[config.mk]
export PLATFORM = sky130hd
export DESIGN_NAME = instruction_refill_unit_flat
export DESIGN_NICKNAME = d
export VERILOG_FILES = /design/src/rtl/instruction_refill_unit_if.sv /design/src/rtl/instruction_refill_unit.sv /design/src/flat_wrapper.sv
export SDC_FILE = /design/constraint.sdc
export NUM_CORES = 1
export LEC_CHECK = 0
export CAP_MARGIN = 20
export CORE_AREA = 2 2 239 241
export CTS_CLUSTER_SIZE = 8
export DETAILED_ROUTE_END_ITERATION = 10
export DIE_AREA = 0 0 241 243
export PLACE_DENSITY_LB_ADDON = 0.08
export SKIP_CTS_REPAIR_TIMING = 1
export SLEW_MARGIN = 40
export SYNTH_ARGS = -nofsm -noshare
export SYNTH_HDL_FRONTEND = slang
export SYNTH_SLANG_ARGS = --single-unit
export TNS_END_PERCENT = 50
[constraint.sdc]
create_clock -name CLK -period 4.2 [get_ports CLK]
set_input_delay 1.26 -clock CLK [delete_from_list [all_inputs] [get_ports CLK]]
set_output_delay 1.26 -clock CLK [all_outputs]
set_load 0.005 [all_outputs]
[src/rtl/instruction_refill_unit_if.sv]
// -----------------------------------------------------------------------------
// instruction_refill_unit_if
//
// Purpose:
//   Groups the two handshake buses of the instruction refill unit: the L1
//   miss/refill side and the word-granular L2/memory read port. Signal names
//   match the refill unit's external port names.
//
// Modports:
//   slave  : the refill unit. It accepts misses from L1, returns blocks to L1,
//            and issues word reads to memory.
//   master : the surroundings of the refill unit. This is the L1 miss path
//            plus the memory word port, and it is the view a testbench drives.
//
// Signals:
//   ADDRESS_TO_L2_VALID_INS  L1 -> unit   miss request valid
//   ADDRESS_TO_L2_READY_INS  unit -> L1   unit can accept a miss
//   ADDRESS_TO_L2_INS        L1 -> unit   miss word address (ADDRESS_WIDTH-2)
//   DATA_FROM_L2_VALID_INS   unit -> L1   assembled block valid
//   DATA_FROM_L2_READY_INS   L1 -> unit   L1 accepts block
//   DATA_FROM_L2_INS         unit -> L1   block, word i at [i*DW +: DW]
//   MEM_REQ_VALID            unit -> mem  word read request valid
//   MEM_REQ_READY            mem -> unit  memory accepts request
//   MEM_REQ_ADDRESS          unit -> mem  requested word address
//   MEM_RSP_VALID            mem -> unit  read data valid (no back-pressure)
//   MEM_RSP_DATA             mem -> unit  read data
//
// Handshake rule for every valid/ready pair on this interface:
//   A transfer happens on a rising edge where valid and ready are both 1.
//   The source keeps valid and payload stable until that edge. The memory
//   response has no ready and must be taken when valid.
// -----------------------------------------------------------------------------
interface instruction_refill_unit_if #(
    parameter int ADDRESS_WIDTH  = 32,
    parameter int DATA_WIDTH     = 32,
    parameter int WORD_PER_BLOCK = 16
) ();
    logic                                 ADDRESS_TO_L2_VALID_INS;
    logic                                 ADDRESS_TO_L2_READY_INS;
    logic [ADDRESS_WIDTH-3:0]             ADDRESS_TO_L2_INS;
    logic                                 DATA_FROM_L2_VALID_INS;
    logic                                 DATA_FROM_L2_READY_INS;
    logic [WORD_PER_BLOCK*DATA_WIDTH-1:0] DATA_FROM_L2_INS;
    logic                                 MEM_REQ_VALID;
    logic                                 MEM_REQ_READY;
    logic [ADDRESS_WIDTH-3:0]             MEM_REQ_ADDRESS;
    logic                                 MEM_RSP_VALID;
    logic [DATA_WIDTH-1:0]                MEM_RSP_DATA;

    modport slave (
        input  ADDRESS_TO_L2_VALID_INS,
        output ADDRESS_TO_L2_READY_INS,
        input  ADDRESS_TO_L2_INS,
        output DATA_FROM_L2_VALID_INS,
        input  DATA_FROM_L2_READY_INS,
        output DATA_FROM_L2_INS,
        output MEM_REQ_VALID,
        input  MEM_REQ_READY,
        output MEM_REQ_ADDRESS,
        input  MEM_RSP_VALID,
        input  MEM_RSP_DATA
    );

    modport master (
        output ADDRESS_TO_L2_VALID_INS,
        input  ADDRESS_TO_L2_READY_INS,
        output ADDRESS_TO_L2_INS,
        input  DATA_FROM_L2_VALID_INS,
        output DATA_FROM_L2_READY_INS,
        input  DATA_FROM_L2_INS,
        input  MEM_REQ_VALID,
        output MEM_REQ_READY,
        input  MEM_REQ_ADDRESS,
        output MEM_RSP_VALID,
        output MEM_RSP_DATA
    );
endinterface

[src/rtl/instruction_refill_unit.sv]
// -----------------------------------------------------------------------------
// instruction_refill_unit
//
// Purpose:
//   This unit sits between the L1 instruction cache miss path and the L2/memory
//   word port. It accepts one miss word address at a time. It fetches the
//   WORD_PER_BLOCK words of the enclosing block, one word read at a time, and
//   assembles them into one block. It then returns the block to L1 over a
//   valid/ready handshake.
//
// Ports:
//   CLK          clock; all state changes on the rising edge
//   RSTN         synchronous active-low reset
//   bus          instruction_refill_unit_if.slave (L1 miss/refill + memory port)
//   o_dbg_state  current FSM state (IDLE=0, REQ=1, WAIT_RSP=2, DELIVER=3)
//
// Build option:
//   CRITICAL_WORD_FIRST_EN  When this macro is defined, the fetch starts at the
//                           requested word and wraps around the block. When it
//                           is undefined, the fetch always runs 0..N-1 in
//                           ascending order. The assembled block is identical
//                           in both builds; only the request order differs.
//
// The interface instance must use the same ADDRESS_WIDTH / DATA_WIDTH /
// WORD_PER_BLOCK values as this module.
// -----------------------------------------------------------------------------
module instruction_refill_unit #(
    parameter int ADDRESS_WIDTH  = 32,
    parameter int DATA_WIDTH     = 32,
    parameter int WORD_PER_BLOCK = 16
) (
    input  logic                            CLK,
    input  logic                            RSTN,
    instruction_refill_unit_if.slave        bus,
    output logic [1:0]                      o_dbg_state
);

    localparam int WA = ADDRESS_WIDTH - 2;           // word address width
    localparam int IW = $clog2(WORD_PER_BLOCK);      // word-in-block index width
    localparam int BW = WORD_PER_BLOCK * DATA_WIDTH; // block width

    typedef enum logic [1:0] {
        IDLE     = 2'd0,
        REQ      = 2'd1,
        WAIT_RSP = 2'd2,
        DELIVER  = 2'd3
    } state_t;

    state_t          r_state;
    state_t          w_next_state;

    // Block-aligned part of the miss address. The index field is kept
    // separately, so the wrap of the index can never carry into the base.
    logic [WA-IW-1:0] r_base_hi;
    logic [IW-1:0]    r_idx;        // word currently being fetched
    logic [IW-1:0]    r_count;      // words already received for this miss
    logic [BW-1:0]    r_block;

    logic             w_miss_hs;    // miss accepted this cycle
    logic             w_rsp_take;   // memory word captured this cycle
    logic [IW-1:0]    w_start_idx;

`ifdef CRITICAL_WORD_FIRST_EN
    assign w_start_idx = bus.ADDRESS_TO_L2_INS[IW-1:0];
`else
    assign w_start_idx = '0;
`endif

    // ---------------------------------------------------------------------
    // FSM state register
    // ---------------------------------------------------------------------
    always_ff @(posedge CLK) begin
        if (!RSTN) begin
            r_state <= IDLE;
        end else begin
            r_state <= w_next_state;
        end
    end

    // ---------------------------------------------------------------------
    // FSM next state and handshake outputs.
    // The ready and valid outputs depend only on the state. This keeps them
    // free of combinational paths from the far side of each handshake.
    // ---------------------------------------------------------------------
    always_comb begin
        w_next_state                = r_state;
        w_miss_hs                   = 1'b0;
        w_rsp_take                  = 1'b0;
        bus.ADDRESS_TO_L2_READY_INS = 1'b0;
        bus.MEM_REQ_VALID           = 1'b0;
        bus.DATA_FROM_L2_VALID_INS  = 1'b0;

        case (r_state)
            IDLE: begin
                bus.ADDRESS_TO_L2_READY_INS = 1'b1;
                if (bus.ADDRESS_TO_L2_VALID_INS) begin
                    w_miss_hs    = 1'b1;
                    w_next_state = REQ;
                end
            end

            REQ: begin
                bus.MEM_REQ_VALID = 1'b1;
                if (bus.MEM_REQ_READY) begin
                    w_next_state = WAIT_RSP;
                end
            end

            WAIT_RSP: begin
                // Responses arriving in any other state are simply never
                // looked at. That also covers stale responses after a reset.
                if (bus.MEM_RSP_VALID) begin
                    w_rsp_take = 1'b1;
                    if (r_count == IW'(WORD_PER_BLOCK - 1)) begin
                        w_next_state = DELIVER;
                    end else begin
                        w_next_state = REQ;
                    end
                end
            end

            DELIVER: begin
                bus.DATA_FROM_L2_VALID_INS = 1'b1;
                if (bus.DATA_FROM_L2_READY_INS) begin
                    w_next_state = IDLE;
                end
            end

            default: begin
                w_next_state = IDLE;
            end
        endcase
    end

    // ---------------------------------------------------------------------
    // Datapath: miss address latch, word index/count, block assembly
    // ---------------------------------------------------------------------
    always_ff @(posedge CLK) begin
        if (!RSTN) begin
            r_base_hi <= '0;
            r_idx     <= '0;
            r_count   <= '0;
            r_block   <= '0;
        end else begin
            if (w_miss_hs) begin
                r_base_hi <= bus.ADDRESS_TO_L2_INS[WA-1:IW];
                r_idx     <= w_start_idx;
                r_count   <= '0;
            end
            if (w_rsp_take) begin
                r_block[int'(r_idx)*DATA_WIDTH +: DATA_WIDTH] <= bus.MEM_RSP_DATA;
                r_count <= r_count + 1'b1;
                // The index width is exactly log2(WORD_PER_BLOCK), so the
                // natural overflow gives the modulo wrap.
                r_idx   <= r_idx + 1'b1;
            end
        end
    end

    // The address is formed from registers only. It therefore stays stable
    // while REQ waits for MEM_REQ_READY, and it reads 0 out of reset.
    assign bus.MEM_REQ_ADDRESS  = {r_base_hi, r_idx};
    assign bus.DATA_FROM_L2_INS = r_block;
    assign o_dbg_state          = r_state;

endmodule

[src/flat_wrapper.sv]
// flat-port wrapper written by rule: the top's interface ports become plain ports
module instruction_refill_unit_flat 
#(
    parameter int ADDRESS_WIDTH  = 32,
    parameter int DATA_WIDTH     = 32,
    parameter int WORD_PER_BLOCK = 16
)
  (CLK, RSTN, o_dbg_state, bus_ADDRESS_TO_L2_VALID_INS, bus_ADDRESS_TO_L2_READY_INS, bus_ADDRESS_TO_L2_INS, bus_DATA_FROM_L2_VALID_INS, bus_DATA_FROM_L2_READY_INS, bus_DATA_FROM_L2_INS, bus_MEM_REQ_VALID, bus_MEM_REQ_READY, bus_MEM_REQ_ADDRESS, bus_MEM_RSP_VALID, bus_MEM_RSP_DATA);
  instruction_refill_unit_if #(.ADDRESS_WIDTH(ADDRESS_WIDTH), .DATA_WIDTH(DATA_WIDTH), .WORD_PER_BLOCK(WORD_PER_BLOCK)) bus_i ();
  input  logic CLK;
  input  logic RSTN;
  output logic [1:0] o_dbg_state;
  input wire logic [$bits(bus_i.ADDRESS_TO_L2_VALID_INS)-1:0] bus_ADDRESS_TO_L2_VALID_INS;
  output wire logic [$bits(bus_i.ADDRESS_TO_L2_READY_INS)-1:0] bus_ADDRESS_TO_L2_READY_INS;
  input wire logic [$bits(bus_i.ADDRESS_TO_L2_INS)-1:0] bus_ADDRESS_TO_L2_INS;
  output wire logic [$bits(bus_i.DATA_FROM_L2_VALID_INS)-1:0] bus_DATA_FROM_L2_VALID_INS;
  input wire logic [$bits(bus_i.DATA_FROM_L2_READY_INS)-1:0] bus_DATA_FROM_L2_READY_INS;
  output wire logic [$bits(bus_i.DATA_FROM_L2_INS)-1:0] bus_DATA_FROM_L2_INS;
  output wire logic [$bits(bus_i.MEM_REQ_VALID)-1:0] bus_MEM_REQ_VALID;
  input wire logic [$bits(bus_i.MEM_REQ_READY)-1:0] bus_MEM_REQ_READY;
  output wire logic [$bits(bus_i.MEM_REQ_ADDRESS)-1:0] bus_MEM_REQ_ADDRESS;
  input wire logic [$bits(bus_i.MEM_RSP_VALID)-1:0] bus_MEM_RSP_VALID;
  input wire logic [$bits(bus_i.MEM_RSP_DATA)-1:0] bus_MEM_RSP_DATA;
  assign bus_i.ADDRESS_TO_L2_VALID_INS = bus_ADDRESS_TO_L2_VALID_INS;
  assign bus_ADDRESS_TO_L2_READY_INS = bus_i.ADDRESS_TO_L2_READY_INS;
  assign bus_i.ADDRESS_TO_L2_INS = bus_ADDRESS_TO_L2_INS;
  assign bus_DATA_FROM_L2_VALID_INS = bus_i.DATA_FROM_L2_VALID_INS;
  assign bus_i.DATA_FROM_L2_READY_INS = bus_DATA_FROM_L2_READY_INS;
  assign bus_DATA_FROM_L2_INS = bus_i.DATA_FROM_L2_INS;
  assign bus_MEM_REQ_VALID = bus_i.MEM_REQ_VALID;
  assign bus_i.MEM_REQ_READY = bus_MEM_REQ_READY;
  assign bus_MEM_REQ_ADDRESS = bus_i.MEM_REQ_ADDRESS;
  assign bus_i.MEM_RSP_VALID = bus_MEM_RSP_VALID;
  assign bus_i.MEM_RSP_DATA = bus_MEM_RSP_DATA;
  instruction_refill_unit #(.ADDRESS_WIDTH(ADDRESS_WIDTH), .DATA_WIDTH(DATA_WIDTH), .WORD_PER_BLOCK(WORD_PER_BLOCK)) u_core (.CLK(CLK), .RSTN(RSTN), .bus(bus_i), .o_dbg_state(o_dbg_state));
endmodule
# Word-level counts from Yosys, hierarchy flattened
# Index checks and enable logic that the tools add are counted.
[classes]
n_bitwise = 0
n_mux = 17
reduce_logical = 3
eq_ne = 8
shift = 2
order_cmp = 0
add_sub_neg = 3
multipliers = 0
n_div = 0
[ops]
columns = ["op", "n"]
rows = [
  ["$bwmux W512", 1],
  ["$shift A32 B33 Y512 const A", 1],
  ["$shiftx A32 B33 Y512", 1],
  ["$neg A9 Y33", 1],
  ["$mux W4", 3],
  ["$mux W2", 5],
  ["$add A4 B1 Y4 const B", 2],
  ["$ne A2 B2 Y1 const B", 4],
  ["$pmux W2 S4", 1],
  ["$mux W1", 7],
  ["$eq A2 B2 Y1 const B", 2],
  ["$eq A4 B4 Y1 const B", 1],
  ["$reduce_and A4 Y1", 1],
  ["$eq A2 B1 Y1 const B", 1],
  ["$logic_not A2 Y1", 1],
  ["$reduce_bool A2 Y1", 1],
]
[word_totals]
mem_bits_ro = 0
mem_bits_rw = 0
out_inout_bits = 547
inputBits = 68
mem_count = 0
latch_bits = 0
reg_bits = 548

# Logic depth before layout (Yosys ltp)
# Gate-level depths: netlist of the first run.
[logic_depth]
depth_word = 4
mapped_depth = 10

# Worst setup path after synthesis of the first run
# OpenSTA, ideal clock, no wires.
[synth_path]
kind = "input to register"
startpoint = "input port bus_MEM_RSP_VALID"
endpoint = "register u_core.r_block[480] (netlist: u_core.bus.DATA_FROM_L2_INS[480])"
slack_ns = 1.540
setup_time_ns = 0.120
arrival_time_ns = 2.541
path_stages = 7
required_ns = 4.080
path_cell_list = "and4bb_1 -> buf_6 -> nand2_2 -> or4_4 -> buf_6 -> buf_6 -> mux2i_1"
[synth_between]
elab_chain_cells = 2
[synth_rtl]
columns = ["item", "line_no", "source"]
rows = [
  ["start, declared", "flat_wrapper.sv:22", "input wire logic [$bits(bus_i.MEM_RSP_VALID)-1:0] bus_MEM_RSP_VALID;"],
  ["$mux W1", "instruction_refill_unit.sv:112", "if (bus.MEM_RSP_VALID) begin"],
  ["$mux W1", "instruction_refill_unit.sv:93", "case (r_state)"],
  ["end signal, assigned by index", "instruction_refill_unit.sv:151", "r_block[int'(r_idx)*DATA_WIDTH +: DATA_WIDTH] <= bus.MEM_RSP_DATA;"],
  ["end, declared", "instruction_refill_unit.sv:57", "logic [BW-1:0] r_block;"],
]
# No other way between the ends.
# A chain may end at the register's enable or synchronous reset.

# Final worst setup path of the first run
[layout_path]
startpoint = "register u_core.r_state[0] (netlist: u_core.o_dbg_state[0])"
endpoint = "output port bus_MEM_REQ_VALID"
[layout_between]
elab_chain_cells = 2
[layout_rtl]
columns = ["item", "line_no", "source"]
rows = [
  ["start, declared", "instruction_refill_unit.sv:49", "state_t r_state;"],
  ["start signal, assigned", "instruction_refill_unit.sv:76", "r_state <= w_next_state;"],
  ["$eq A2 B1 Y1", "instruction_refill_unit.sv:93", ""],
  ["$mux W1", "instruction_refill_unit.sv:93", ""],
  ["end, declared", "flat_wrapper.sv:19", "output wire logic [$bits(bus_i.MEM_REQ_VALID)-1:0] bus_MEM_REQ_VALID;"],
]
# No other way between the ends.

==> impl_results.md, run 1 <==
* FMAX at roughly 310 MHz
* Final Non-Filler Cells at ~3,400
* Static Leak at around 11 nW
* Crit. End Element: output port
* Layout area overhead at 46.0%
* Nets at approximately 2,700
* Max_cap viols at 0
* Syn Inst Count at roughly 2,000
* Vias in the first global route at 16,500
* Initial Utilization at 0.348
* Final setup TNS at 0 ns
* Initial DRC count at between 900 and 1,000
* CTS tree: yes
* Yosys warns at 0
* Cell variety after synth at 40
* Setup Skew at between 0.015 and 0.02 ns
* Aggregate global-route resource usage at 0.258
* H-tree lvl count at 3
* Peak supply drop at 0.284 mV
* Post-synth top area share at 0.563
* WP data required at 2.94 ns
* Pwr dens at approximately 400 nW/um^2
* Die Wd at roughly 240 um
* Most frequent cell after synthesis: dfxtp_1
* Slew @ Worst Pin at approximately 0.8 ns
* First-pass GRT wire length at approximately 110,000 um
* Post-synth ARST share at 0
* Layout cells sized above 1 at 0.0567
* 1st-pass router iterations at 8
* Clk sinks at around 550
* Clock tree buffer depth at 3
* Crit path DAT at ~2.0 ns
* Clock Latency Late Sink at between 0.6 and 0.7 ns
* Slowest-stage cell, CP: dfxtp_1
* WL/cell at between 20 and 25 um
* RSZ-0062 raised after global routing: no
* Worst-case headroom to the max-slew limit at 0.456
* Final worst path period share at 0.778
* CP max stage delay at about 0.58 ns
* Area contributors post-synth: dfxtp_1, mux2i_1, nand2_1
* Chip Height at between 200 and 250 um
* Crit path launch type: flip-flop
* Final HPWL DP at around 55,000 um
* Max Slew Vio Count at 0
* Outcome: finished clean
* Post-route minimum period at between 3 and 4 ns
* Num CTS Buffers at 78
* Routability cong. at between 0.8 and 0.9
* Seq/Total Area, Yosys at 0.563
* Syn_nets at 2,131
* DR vias at roughly 17,000
* Worst Path Max Fanout at 14
* Antenna Violating Nets Remaining at 0
* Initial antenna violation count at 3
* Synth Flop Type: dfxtp_1
* Setup Slack @ Placement at 0.663 ns
* Post-synth top area cell: dfxtp_1
* Placed Instances at approximately 3,300
* Cell Area, Synth at ~19,000 um^2
* Drt drc at 0
* Synth cell count leaders: dfxtp_1, nand2_1, nand3_1, mux2i_1, o21ai_0
* Clock transition at path regs at 0.05 ns
* Crit-path cells: nor2b_1 > clkdlybuf4s50_1
* Die Area at about 59,000 um^2
* Row cnt at between 80 and 90
* Final WL at around 77,000 um
* Final setup margin at a little over 0.9 ns
* Synth Register Bits at between 500 and 600
* Min-Delay Path Class: reg2reg
* Largest net degree at the start of global routing at 161
* Syn Area/Cell at about 9.5 um^2
* Via density per instance at just under 5
* Root buf cell: clkbuf_16
* Setup-failing EPs final at 0
* Total gr overflow at 0
* IO buf count at 610
* Final hold vios at 0
* Core footprint at 56,000 um^2
* I/O pin cnt at a little over 600
* Post-synth EDFFs at 0
* Worst setup path class: reg2out
==> cell families after synthesis <==
logic type	count (synthesis)	share of synthesized area
simple gates	776	0.174
flops	548	0.563
compound gates	296	0.0879
mux	259	0.133
buf+inv	174	0.0384
fa+ha+maj	4	0.00257
xor+xnor	2	0.00128
==> worst max-delay path, delay by kind of cell, from the launching register on <==
| family | cells | cell delay [ns] |
|---|---|---|
| buffers and inverters | 1 | 0.58 |
| flip-flops | 1 | 0.58 |
| AND/OR/NAND/NOR | 1 | 0.25 |
==> path summary, 6_finish.rpt <==
kind,start,end,slack (ns),cells after the start
setup / recovery,u_core.o_dbg_state[0],bus_MEM_REQ_VALID,0.93,2
hold / removal,u_core.bus.DATA_FROM_L2_INS[158],u_core.bus.DATA_FROM_L2_INS[158],0.45,2
setup reg to reg,u_core.r_idx[0],u_core.bus.DATA_FROM_L2_INS[452],1.20,7
hold reg to reg,u_core.bus.DATA_FROM_L2_INS[158],u_core.bus.DATA_FROM_L2_INS[158],0.45,2
==> state kept, by name (all words and copies together) (netlist names) <==
| signal | count |
|---|---|
| u_core.bus.DATA_FROM_L2_INS | 512 |
| u_core.r_base_hi | 26 |
| u_core.r_count | 4 |
| u_core.r_idx | 4 |
| u_core.o_dbg_state | 2 |
==> per-stage QoR <==
| stage | power [mW] | hold slack (ns) | util | cell area (um^2) |
|---|---|---|---|---|
| 2_1_floorplan | 5.53 | 0.431 | - | 19500 |
| 3_3_place_gp | 5.79 | 0.442 | 0.471 | 26300 |
| 3_5_place_dp | 5.80 | 0.447 | 0.471 | 26300 |
| 4_1_cts | 11.5 | 0.455 | 0.508 | 28400 |
| 5_1_grt | 11.7 | 0.468 | 0.508 | 28500 |
| 6_report | 11.3 | 0.453 | 0.509 | 28500 |
==> cell usage in the layout, fill, tap and decap left out, drive strengths merged, types with 2 or more instances in the layout <==
cell type      Yosys  routed
a21boi            61      61
a22oi              2       2
and2               5       5
and3               3       3
and3b              2       2
and4               2       2
buf               46      43
clkbuf           124      83
clkdlybuf4s50      0     609
clkinv             0       3
dfxtp            548     548
diode              0       3
ha                 4       4
inv                4       6
mux2i            259     259
nand2            457     457
nand3            271     271
nand3b             3       3
nand4              6       6
nor2               9       9
nor2b              5       5
nor3               4       4
o2111ai            3       3
o211a              2       2
o21ai            214     214
o31ai             12      12
or3                2       2
==> where the power goes <==
| group | total, mW | switching (mW) | internal [mW] |
|---|---|---|---|
| Clock | 5.63 | 2.25 | 3.38 |
| Combinational | 0.445 | 0.297 | 0.148 |
| Sequential | 5.25 | 0.0169 | 5.23 |
==> area by class of cell <==
type | count | area [um^2]
fill | 5243 | 27500
sequential | 548 | 11000
multi-input combinational | 1337 | 7870
timing repair buffer | 652 | 6540
clock buffer | 83 | 2020
tap | 756 | 946
clock inverter | 5 | 91.3
inverter | 4 | 15.0
antenna | 3 | 7.51
==> per-layer routing <==
layer	track usage	part of all wire	vias up
met4	0.0937	0.030	0
li1	-	-	8088
met2	0.421	0.47	552
met1	0.313	0.42	8007
met5	0	0	-
met3	0.0902	0.089	110
Power figures use the tool's default switching activity.
==> run 2, diff against run 1 <==
- clock period: 4.2 -> 2.9 ns (I/O delays scaled with it)
==> impl_results.md, run 2 (same netlist as run 1, synthesis figures left out) <==
* Most common cell after layout, fill and taps aside: clkdlybuf4s50_1
* Num CTS Buffers at 78 (unchanged)
* Initial Utilization at 0.348 (unchanged)
* Final setup TNS at 0 ns (unchanged)
* Total gr overflow at 0 (unchanged)
* Aggregate global-route resource usage at 0.258 (about the same)
* I/O pin cnt at 615 (unchanged)
* WL/cell at 22.6 um (-1.1%)
* Largest register FFs at 512 (unchanged)
* FF-to-FF Start: u_core.r_idx[1]
* Initial antenna violation count at 6 (+3)
* Largest net degree at the start of global routing at 127 (-21%)
* Post-route minimum period at around 2.8 ns
* Worst Path Max Fanout at 12 (-2)
* FMAX at about 360 MHz
* Antenna Violating Nets Remaining at 0 (unchanged)
* Fin Hold WS at 0.453 ns (+0.000377 ns)
* DR vias at 16,900 (+0.58%)
* Vias in the first global route at 16,400 (-0.72%)
* Clock power share at 0.494 (-0.003)
* RSZ-0062 raised after global routing: no
* Drt drc at 0 (unchanged)
* Register share of total power at 0.464 (about the same)
* Final worst path period share at 0.954
* Worst min-delay path startpoint: u_core.bus.DATA_FROM_L2_INS[492]
* Root buf cell: clkbuf_16
* Max Slew Vio Count at 0 (unchanged)
* Min-Delay Path Class: reg2reg
* Crit path launch type: flip-flop
* Final WL at 77,200 um (-0.32%)
* Chip Height at 243 um (unchanged)
* Crit. End Element: output port
* Clock transition at path regs at 0.05 ns (about the same)
* Nets at 2,722 (+1.1%)
* Setup-failing EPs final at 0 (unchanged)
* WP data required at 2.03 ns (-0.91 ns)
* Outcome: finished clean
* Worst-case headroom to the max-slew limit at 0.520 (+0.0637)
* First-pass GRT wire length at 112,000 um (+0.26%)
* Psw at 3.62 mW (+41%)
* Internal power at 12.8 mW (+46%)
* Final hold vios at 0 (unchanged)
* Initial DRC count at 871 (-4.3%)
* CTS tree: yes
* Clock Latency Late Sink at 0.60 ns (about the same)
* H-tree lvl count at 3 (unchanged)
* Final HPWL DP at 54,800 um (about the same)
* Via density per instance at 4.93 (-0.25%)
* Clock tree buffer depth at 3 (unchanged)
* IO buf count at 610 (unchanged)
* Max_cap viols at 0 (unchanged)
* Crit path DAT at 1.90 ns (-0.11 ns)
* Die Area at 58,600 um^2 (unchanged)
* Clk sinks at 548 (unchanged)
* Sw frac at 0.221 (-0.00498)
* Layout area overhead at 48.0%
* Routability cong. at 0.830 (+2.4%)
* Slew @ Worst Pin at 0.719 ns (-0.0973 ns)
* Most frequent cells in the layout: clkdlybuf4s50_1, dfxtp_1, nand2_1
* Peak supply drop at 0.410 mV (+45%)
* Static Leak at 10.7 nW (+2.0%)
* Fill cells at 5,213 (-0.57%)
* Setup Skew at 0.0216 ns (+0.00188 ns)
* Row cnt at 87 (unchanged)
* Gate power share at 0.042 (+0.003)
* Pwr dens at 568 nW/um^2 (+43%)
* Layout cells sized above 1 at 0.0655 (+0.00884)
* Core footprint at 56,000 um^2 (unchanged)
* Worst setup path class: reg2out
* 1st-pass router iterations at 5 (-3)
* Crit. Startpoint: u_core.o_dbg_state[1]
* Die Wd at 241 um (unchanged)
==> run 2: cell count changes in the layout (fill, tap and decap cells not counted), moves of 2 or more <==
cell and change:
clkbuf_1 -2, and2_1 +2, buf_4 +14, buf_12 +15, nand2_2 -2, and2_2 -2
nand2_1 +2
==> run 2: cell type report <==
| type | count | area (um^2) | share of cell area |
|---|---|---|---|
| Antenna cell | 4 | 10.0 | 0.000347 |
| Clock buffer | 83 | 2050 | 0.0712 |
| Clock inverter | 3 | 41.3 | 0.00143 |
| Inverter | 4 | 15.0 | 0.000521 |
| Multi-Input combinational cell | 1337 | 7860 | 0.272 |
| Sequential cell | 548 | 11000 | 0.380 |
| Tap cell | 756 | 946 | 0.0328 |
| Timing Repair Buffer | 681 | 6940 | 0.241 |
==> run 2: critical path: stages, from the launching register on <==
cell	delay, ns
dfxtp_1	0.61
and2_1	0.21
clkdlybuf4s50_1	0.50
==> run 2: routing by layer <==
layer | up-vias | global-route usage | wire, um
li1 | 8164 | - | -
met1 | 8039 | 0.318 | 32500
met2 | 553 | 0.422 | 36300
met3 | 98 | 0.0812 | 6290
met4 | 0 | 0.0926 | 2170
met5 | - | 0 | 0
==> run 2: power by group through the flow <==
stage               logic, mW  clock network (mW)  registers, mW
floorplan               0.261                   0           7.75
global placement        0.683                   0           7.75
detailed placement      0.686                   0           7.75
CTS                     0.687                8.30           7.60
global route            0.723                8.63           7.59
finish                  0.680                8.10           7.60
==> run 2: final timing paths <==
kind / endpoint / slack [ns] / cells after the start
setup reg to reg: u_core.bus.DATA_FROM_L2_INS[467] / 0.59 / 7
hold reg to reg: u_core.bus.DATA_FROM_L2_INS[492] / 0.45 / 2
hold / removal: u_core.bus.DATA_FROM_L2_INS[492] / 0.45 / 2
setup / recovery: bus_DATA_FROM_L2_VALID_INS / 0.13 / 2
==> run 2: metrics by stage <==
step                      setup slack, ns  total power, mW  cell area [um^2]  utilization  std cells
after floorplan                     0.630             8.01             19500            -       2059
after global placement             0.0979             8.43             26700        0.478       3326
after detailed placement           0.0967             8.44             26700        0.478       3326
after CTS                          0.0788             16.6             28800        0.515       3412
after global routing               0.0278             16.9             28800        0.515       3413
final                               0.132             16.4             28800        0.515       3416
